===== config.mk =====
export PLATFORM = sky130hd
export DESIGN_NAME = npu_result_buffer
export DESIGN_NICKNAME = d
export VERILOG_FILES = /design/src/rtl/npu_result_pkg.sv /design/src/rtl/npu_result_arbiter.sv /design/src/rtl/npu_result_buffer.sv
export SDC_FILE = /design/constraint.sdc
export NUM_CORES = 2
export LEC_CHECK = 0
export ABC_AREA = 1
export BUFFER_PORTS_ARGS = -buffer_cell sky130_fd_sc_hd__buf_2
export CELL_PAD_IN_SITES_DETAIL_PLACEMENT = 1
export CELL_PAD_IN_SITES_GLOBAL_PLACEMENT = 2
export CORE_MARGIN = 2
export CORE_UTILIZATION = 40
export CTS_BUF_LIST = sky130_fd_sc_hd__clkbuf_8
export DETAILED_ROUTE_END_ITERATION = 10
export GPL_ROUTABILITY_DRIVEN = 0
export PLACE_DENSITY = 0.88
export SLEW_MARGIN = 20
export SYNTH_ARGS = -nofsm -noshare
export SYNTH_HDL_FRONTEND = slang
export SYNTH_SLANG_ARGS = --single-unit

===== constraint.sdc =====
create_clock -name clk -period 8.6 [get_ports clk]
set_input_delay 0.86 -clock clk [delete_from_list [all_inputs] [get_ports clk]]
set_output_delay 0.86 -clock clk [all_outputs]
set_load 0.01 [all_outputs]

===== src/rtl/npu_result_pkg.sv =====
// rtl/npu_result_pkg.sv - shared types and defaults for the NPU result buffer
package npu_result_pkg;

    localparam int RESULT_DATA_W = 32;
    localparam int RESULT_DEPTH  = 64;

    typedef enum logic [1:0] {
        IDLE  = 2'd0,
        DRAIN = 2'd1,
        CLEAR = 2'd2
    } state_t;

endpackage


===== src/rtl/npu_result_arbiter.sv =====
// rtl/npu_result_arbiter.sv - fixed-priority write-channel arbiter (lowest index wins)
//
// Ports:
//   req   - per-channel request vector
//   en    - arbitration enable; when low no grant is issued
//   grant - one-hot grant (all zeros when nothing wins)
//   sel   - index of the winning channel (0 when none)
//   valid - a grant was issued this cycle
module npu_result_arbiter #(
    parameter int NUM_CH = 4,
    localparam int IDX_W = (NUM_CH > 1) ? $clog2(NUM_CH) : 1
) (
    input  logic [NUM_CH-1:0] req,
    input  logic              en,
    output logic [NUM_CH-1:0] grant,
    output logic [IDX_W-1:0]  sel,
    output logic              valid
);

    always_comb begin
        grant = '0;
        sel   = '0;
        valid = 1'b0;
        for (int i = 0; i < NUM_CH; i++) begin
            if (en && req[i] && !valid) begin
                grant[i] = 1'b1;
                sel      = i[IDX_W-1:0];
                valid    = 1'b1;
            end
        end
    end

endmodule


===== src/rtl/npu_result_buffer.sv =====
// rtl/npu_result_buffer.sv - multi-channel NPU result memory with read, drain and clear engines
//
// Optional feature macro: NPU_RESULT_BUF_STATS_EN (adds conflict_cnt output).
//
// Ports:
//   clk, rst                    - clock, asynchronous active-high reset
//   wr_en/wr_addr/wr_data       - NUM_CH packed write channels
//   wr_grant                    - combinational per-channel commit indication
//   rd_en/rd_addr               - random-access read request (IDLE only)
//   rd_data/rd_valid            - registered read result
//   drain_start/clear_start     - engine start pulses (IDLE only, clear wins)
//   out_valid/out_ready/out_data/out_last - drain stream
//   busy, done                  - engine status and end-of-operation pulse
//   count                       - high-water mark of committed writes
//   conflict_cnt                - saturating count of refused requests (stats build)
module npu_result_buffer
    import npu_result_pkg::*;
#(
    parameter int DATA_W = RESULT_DATA_W,
    parameter int DEPTH  = RESULT_DEPTH,
    parameter int NUM_CH = 4,
    localparam int ADDR_W = $clog2(DEPTH)
) (
    input  logic                     clk,
    input  logic                     rst,
    input  logic [NUM_CH-1:0]        wr_en,
    input  logic [NUM_CH*ADDR_W-1:0] wr_addr,
    input  logic [NUM_CH*DATA_W-1:0] wr_data,
    output logic [NUM_CH-1:0]        wr_grant,
    input  logic                     rd_en,
    input  logic [ADDR_W-1:0]        rd_addr,
    output logic [DATA_W-1:0]        rd_data,
    output logic                     rd_valid,
    input  logic                     drain_start,
    input  logic                     clear_start,
    output logic                     out_valid,
    input  logic                     out_ready,
    output logic [DATA_W-1:0]        out_data,
    output logic                     out_last,
    output logic                     busy,
    output logic                     done,
    output logic [ADDR_W:0]          count
`ifdef NPU_RESULT_BUF_STATS_EN
    ,
    output logic [15:0]              conflict_cnt
`endif
);

    localparam int IDX_W = (NUM_CH > 1) ? $clog2(NUM_CH) : 1;

    logic [DATA_W-1:0] mem [DEPTH];

    state_t state, state_nxt;

    logic [ADDR_W-1:0] ptr;
    logic [ADDR_W-1:0] clr_ptr;

    logic [IDX_W-1:0]  arb_sel;
    logic              arb_valid;
    logic              in_idle;

    logic [ADDR_W-1:0] ch_addr [NUM_CH];
    logic [DATA_W-1:0] ch_data [NUM_CH];
    logic [ADDR_W-1:0] sel_addr;
    logic [DATA_W-1:0] sel_data;
    logic [ADDR_W:0]   sel_hw;

    logic              mem_we;
    logic [ADDR_W-1:0] mem_waddr;
    logic [DATA_W-1:0] mem_wdata;

    logic              drain_hs;
    logic              clr_last;
    logic              go_clear;
    logic              go_drain;
    logic              go_empty;

    npu_result_arbiter #(
        .NUM_CH (NUM_CH)
    ) u_arb (
        .req   (wr_en),
        .en    (in_idle),
        .grant (wr_grant),
        .sel   (arb_sel),
        .valid (arb_valid)
    );

    always_comb begin
        for (int i = 0; i < NUM_CH; i++) begin
            ch_addr[i] = wr_addr[i*ADDR_W +: ADDR_W];
            ch_data[i] = wr_data[i*DATA_W +: DATA_W];
        end
    end

    assign sel_addr = ch_addr[arb_sel];
    assign sel_data = ch_data[arb_sel];
    assign sel_hw   = {1'b0, sel_addr} + {{ADDR_W{1'b0}}, 1'b1};

    assign in_idle  = (state == IDLE);
    assign busy     = !in_idle;
    assign drain_hs = (state == DRAIN) && out_valid && out_ready;
    assign clr_last = (state == CLEAR) && (clr_ptr == ADDR_W'(DEPTH - 1));
    assign go_clear = in_idle && clear_start;
    assign go_drain = in_idle && !clear_start && drain_start && (count != '0);
    assign go_empty = in_idle && !clear_start && drain_start && (count == '0);

    // Next-state logic
    always_comb begin
        state_nxt = state;
        unique case (state)
            IDLE: begin
                if (go_clear) begin
                    state_nxt = CLEAR;
                end else if (go_drain) begin
                    state_nxt = DRAIN;
                end
            end
            DRAIN: begin
                if (drain_hs && out_last) begin
                    state_nxt = IDLE;
                end
            end
            CLEAR: begin
                if (clr_last) begin
                    state_nxt = IDLE;
                end
            end
            default: state_nxt = IDLE;
        endcase
    end

    always_ff @(posedge clk or posedge rst) begin
        if (rst) begin
            state <= IDLE;
        end else begin
            state <= state_nxt;
        end
    end

    // Single memory write port shared by the clear engine and the arbiter winner;
    // the arbiter is disabled outside IDLE so the two never collide.
    always_comb begin
        mem_we    = 1'b0;
        mem_waddr = sel_addr;
        mem_wdata = sel_data;
        if (state == CLEAR) begin
            mem_we    = 1'b1;
            mem_waddr = clr_ptr;
            mem_wdata = '0;
        end else if (arb_valid) begin
            mem_we = 1'b1;
        end
    end

    always_ff @(posedge clk) begin
        if (mem_we) begin
            mem[mem_waddr] <= mem_wdata;
        end
    end

    // Read port, drain datapath, clear pointer, high-water mark and done pulse
    always_ff @(posedge clk or posedge rst) begin
        if (rst) begin
            rd_data   <= '0;
            rd_valid  <= 1'b0;
            out_valid <= 1'b0;
            out_data  <= '0;
            out_last  <= 1'b0;
            done      <= 1'b0;
            count     <= '0;
            ptr       <= '0;
            clr_ptr   <= '0;
        end else begin
            done     <= 1'b0;
            rd_valid <= 1'b0;

            if (in_idle && rd_en) begin
                rd_data  <= mem[rd_addr];
                rd_valid <= 1'b1;
            end

            if (arb_valid && (sel_hw > count)) begin
                count <= sel_hw;
            end

            if (go_clear) begin
                clr_ptr <= '0;
            end else if (go_drain) begin
                ptr       <= '0;
                out_valid <= 1'b1;
                out_data  <= mem[0];
                out_last  <= (count == {{ADDR_W{1'b0}}, 1'b1});
            end else if (go_empty) begin
                done <= 1'b1;
            end

            if (drain_hs) begin
                if (out_last) begin
                    out_valid <= 1'b0;
                    out_last  <= 1'b0;
                    done      <= 1'b1;
                end else begin
                    // Writes are locked out while draining, so reading ahead is safe.
                    ptr      <= ptr + 1'b1;
                    out_data <= mem[ptr + 1'b1];
                    out_last <= (({1'b0, ptr} + (ADDR_W+1)'(2)) == count);
                end
            end

            if (state == CLEAR) begin
                clr_ptr <= clr_ptr + 1'b1;
                if (clr_last) begin
                    count <= '0;
                    done  <= 1'b1;
                end
            end
        end
    end

`ifdef NPU_RESULT_BUF_STATS_EN
    logic [16:0] losses;
    logic [16:0] conflict_sum;

    always_comb begin
        losses = '0;
        for (int i = 0; i < NUM_CH; i++) begin
            losses = losses + 17'(wr_en[i] & ~wr_grant[i]);
        end
        conflict_sum = {1'b0, conflict_cnt} + losses;
    end

    always_ff @(posedge clk or posedge rst) begin
        if (rst) begin
            conflict_cnt <= '0;
        end else if (clr_last) begin
            conflict_cnt <= '0;
        end else if (conflict_sum[16]) begin
            conflict_cnt <= 16'hFFFF;
        end else begin
            conflict_cnt <= conflict_sum[15:0];
        end
    end
`endif

endmodule


==> run metrics <==
status completed; Via-to-Cell Ratio 6.49; min Tclk post-route 5.12 ns; count of final setup violators 0; GRT overflow 0; all-layer global routing usage 33.1%; CP Max Fanout 36; worst hold path type in -> reg; WL/cell 31.1 um; clock-pin slew on the worst setup and hold paths 0.06 ns; CP Class reg -> reg; Die Y 515 um; Synthesized Nets 11100; number of synthesized register bits 2137; CTS tree done; clk_skew 0.0760 ns; Mapped Avg Cell Area 9.52 um2; die width 515 um; Startpoint Class flip-flop; Port Buf Inserts 247; pre-CTS WS 3.18 ns; Primary FF master, synth edfxtp_1; I/O pins 248; Synth Warn # 0; first-pass GRT wire length 649000 um; Max-slew headroom 17.1%; synth top area cells edfxtp_1 59%, o21ai_0 12%, nor2_1 8.5%; die area 265000 um2; Pleak 39.5 nW; vias in the first global route 96700; DP Wirelength 246000 um; # clock sinks 2137; worst-case clock buffer depth 4; Worst VDD drop 0.000390 V; number of flops mapped to enable cells by yosys 2048; DRC Markers 0; Via Count 94600; Max Clk Rate 195 MHz; Fin Setup TNS 0 ns; register area share after synthesis 61.1%; register area 63700 um2; Core Rows 187; TritonCTS Buffers 380; P&R area growth vs syn 11.2%; setup slack after layout 3.48 ns; final worst-path cycle share 59.5%; Yosys top cell area share 58.9%; RSZ-0062 raised after global routing no; Initial Util 40.2%; post-CTS setup buffer count 0; initial antenna violation count 29; Netlist cell types 41; leading area contributor after synthesis edfxtp_1; Worst Path Arrival 5.86 ns; clk_lat worst skew 1.16 ns; max-cap violation count 0; Iter 0 DRT Violations 12300; pin count of the biggest net entering global routing 213; Pre-antenna DRT Iters 6; Max Slew Vio Count 0; number of fill cells 29000; area of the core 259000 um2; required time at the worst-slack endpoint 9.34 ns; PwrDens 309 nW/um2; Core Util, Final 44.7%; CP endpoint kind flip-flop; worst slew pin tran 1.24 ns; footprint of the multi-input gates 37200 um2; clock root cell clkbuf_8; Async SR Flop Fraction 4.16%; Clock H-tree levels 5; Routed WL 454000 um; cells after synthesis 11000; nets@finish 11000; post-synthesis cell area 104000 um2; Fin. Hold Viols 0; Detail Route Antenna Nets 0; layout cells sized above 1 9.84%
registers in the layout, indices dropped and copies added, names as in the netlist:
| name | cells |
|---|---|
| out_valid | 1 |
| ptr | 6 |
| mem | 2048 |
| out_data | 32 |
| done | 1 |
| clr_ptr | 6 |
| state | 2 |
| rd_valid | 1 |
| out_last | 1 |
| rd_data | 32 |
| count | 7 |
cells in the final DEF, fill, tap and decap left out, types with 12 or more instances in the layout:
master        n
o21ai_0    2448
nor2_1     2293
edfxtp_1   2048
nand2_1     991
o22ai_1     960
nand3_1     637
clkbuf_8    399
buf_2       242
inv_1       222
buf_4       173
a21oi_1     168
dfrtp_1      88
clkinv_1     87
nor2_4       72
clkinv_2     58
a21oi_4      33
o21a_1       32
buf_12       31
diode_2      24
o21ai_1      19
o211ai_1     17
inv_2        15
bufinv_16    12
cells by family after synthesis:
kind of cell             share of synthesized area, %
AO/OA/AOI/OAI                                    19.1
adder cells (fa/ha/maj)                         0.132
XOR/XNOR                                        0.108
AND/OR/NAND/NOR                                  15.5
buffers and inverters                            4.15
multiplexers                                  0.00959
flip-flops                                       61.1
metal layers:
metal  track usage, %  routed length (um)
met5                0                 101
met4             20.5               29400
met3             7.11               50300
met2             51.7              204000
met1             42.0              169000
what timing repair did:
action / 4_1_cts / 5_1_grt
hold buffers: 3 / 0
hold endpoints to repair: 41 / 0
resized for setup: 0 / 0
Yosys cell counts (2+ instances only):
cell type  instances
o211ai_1          17
o21ai_0         2448
o21bai_1           2
nor2_2             4
buf_4             17
inv_2             19
o21ai_1           19
a21oi_1          200
o22ai_1          960
nor2_4             5
nand2_2            9
buf_6              3
o221ai_1           3
buf_1             84
nor2_1          2359
buf_2            167
clkbuf_1         657
or2_2              3
o21a_1            32
xor2_1             9
nand4_1            5
nand3b_1           4
edfxtp_1        2048
dfrtp_1           89
inv_1            126
nand3_1          637
nand3_2            9
nor3_1             3
ha_1              11
nand2_4            2
nand2_1          992
o21ai_2            4
a32o_1             5
xnor2_1            2
path summary, 6_finish.rpt:
path	start	endpoint	slack, ns	cells past startpoint
hold reg to reg	rd_data[22]	rd_data[22]	0.52	2
setup reg to reg	state[0]	mem[12][30]	3.48	13
setup / recovery	state[0]	mem[12][30]	3.48	13
max in group asynchronous	rst	rd_data[12]	6.82	4
hold / removal	clear_start	state[1]	0.09	3
min in group asynchronous	rst	ptr[3]	0.42	3
power breakdown:
group / switching, mW / total [mW] / internal (mW)
combinational: 9.20 / 11.8 / 2.55
sequential: 0.753 / 15.1 / 14.3
clock: 4.41 / 9.04 / 4.63
through the flow:
step                power [mW]  area, um2  cells  hold slack [ns]
detailed placement        26.6     109000  13900            0.500
finish                    35.8     116000  14600           0.0933
floorplan                 21.2     104000  11000            0.511
global route              37.0     116000  14600           0.0775
global placement          26.1     109000  13900            0.500
CTS                       35.5     116000  14600           0.0331
worst max-delay path, stage by stage, from the launching register on:
cell	delay (ns)
dfrtp_1	0.48
nor2_4	0.11
nand3_2	0.22
clkinv_1	0.89
nand2_1	0.27
nand2_1	0.08
nand2_1	0.07
nand2_1	0.14
o21ai_2	0.28
inv_1	0.09
nor2_1	0.17
nand2_1	0.49
nor2_4	0.79
buf_4	0.56
area by class of cell:
cell class / count / share of cell area [%]
Antenna cell: 24 / 0.0518
Inverter: 146 / 0.526
Clock inverter: 271 / 1.26
Tap cell: 3402 / 3.67
Sequential cell: 2137 / 54.9
Timing Repair Buffer: 453 / 2.78
Clock buffer: 398 / 4.72
Multi-Input combinational cell: 7750 / 32.1
No activity file was read; power rests on OpenSTA's default activity.
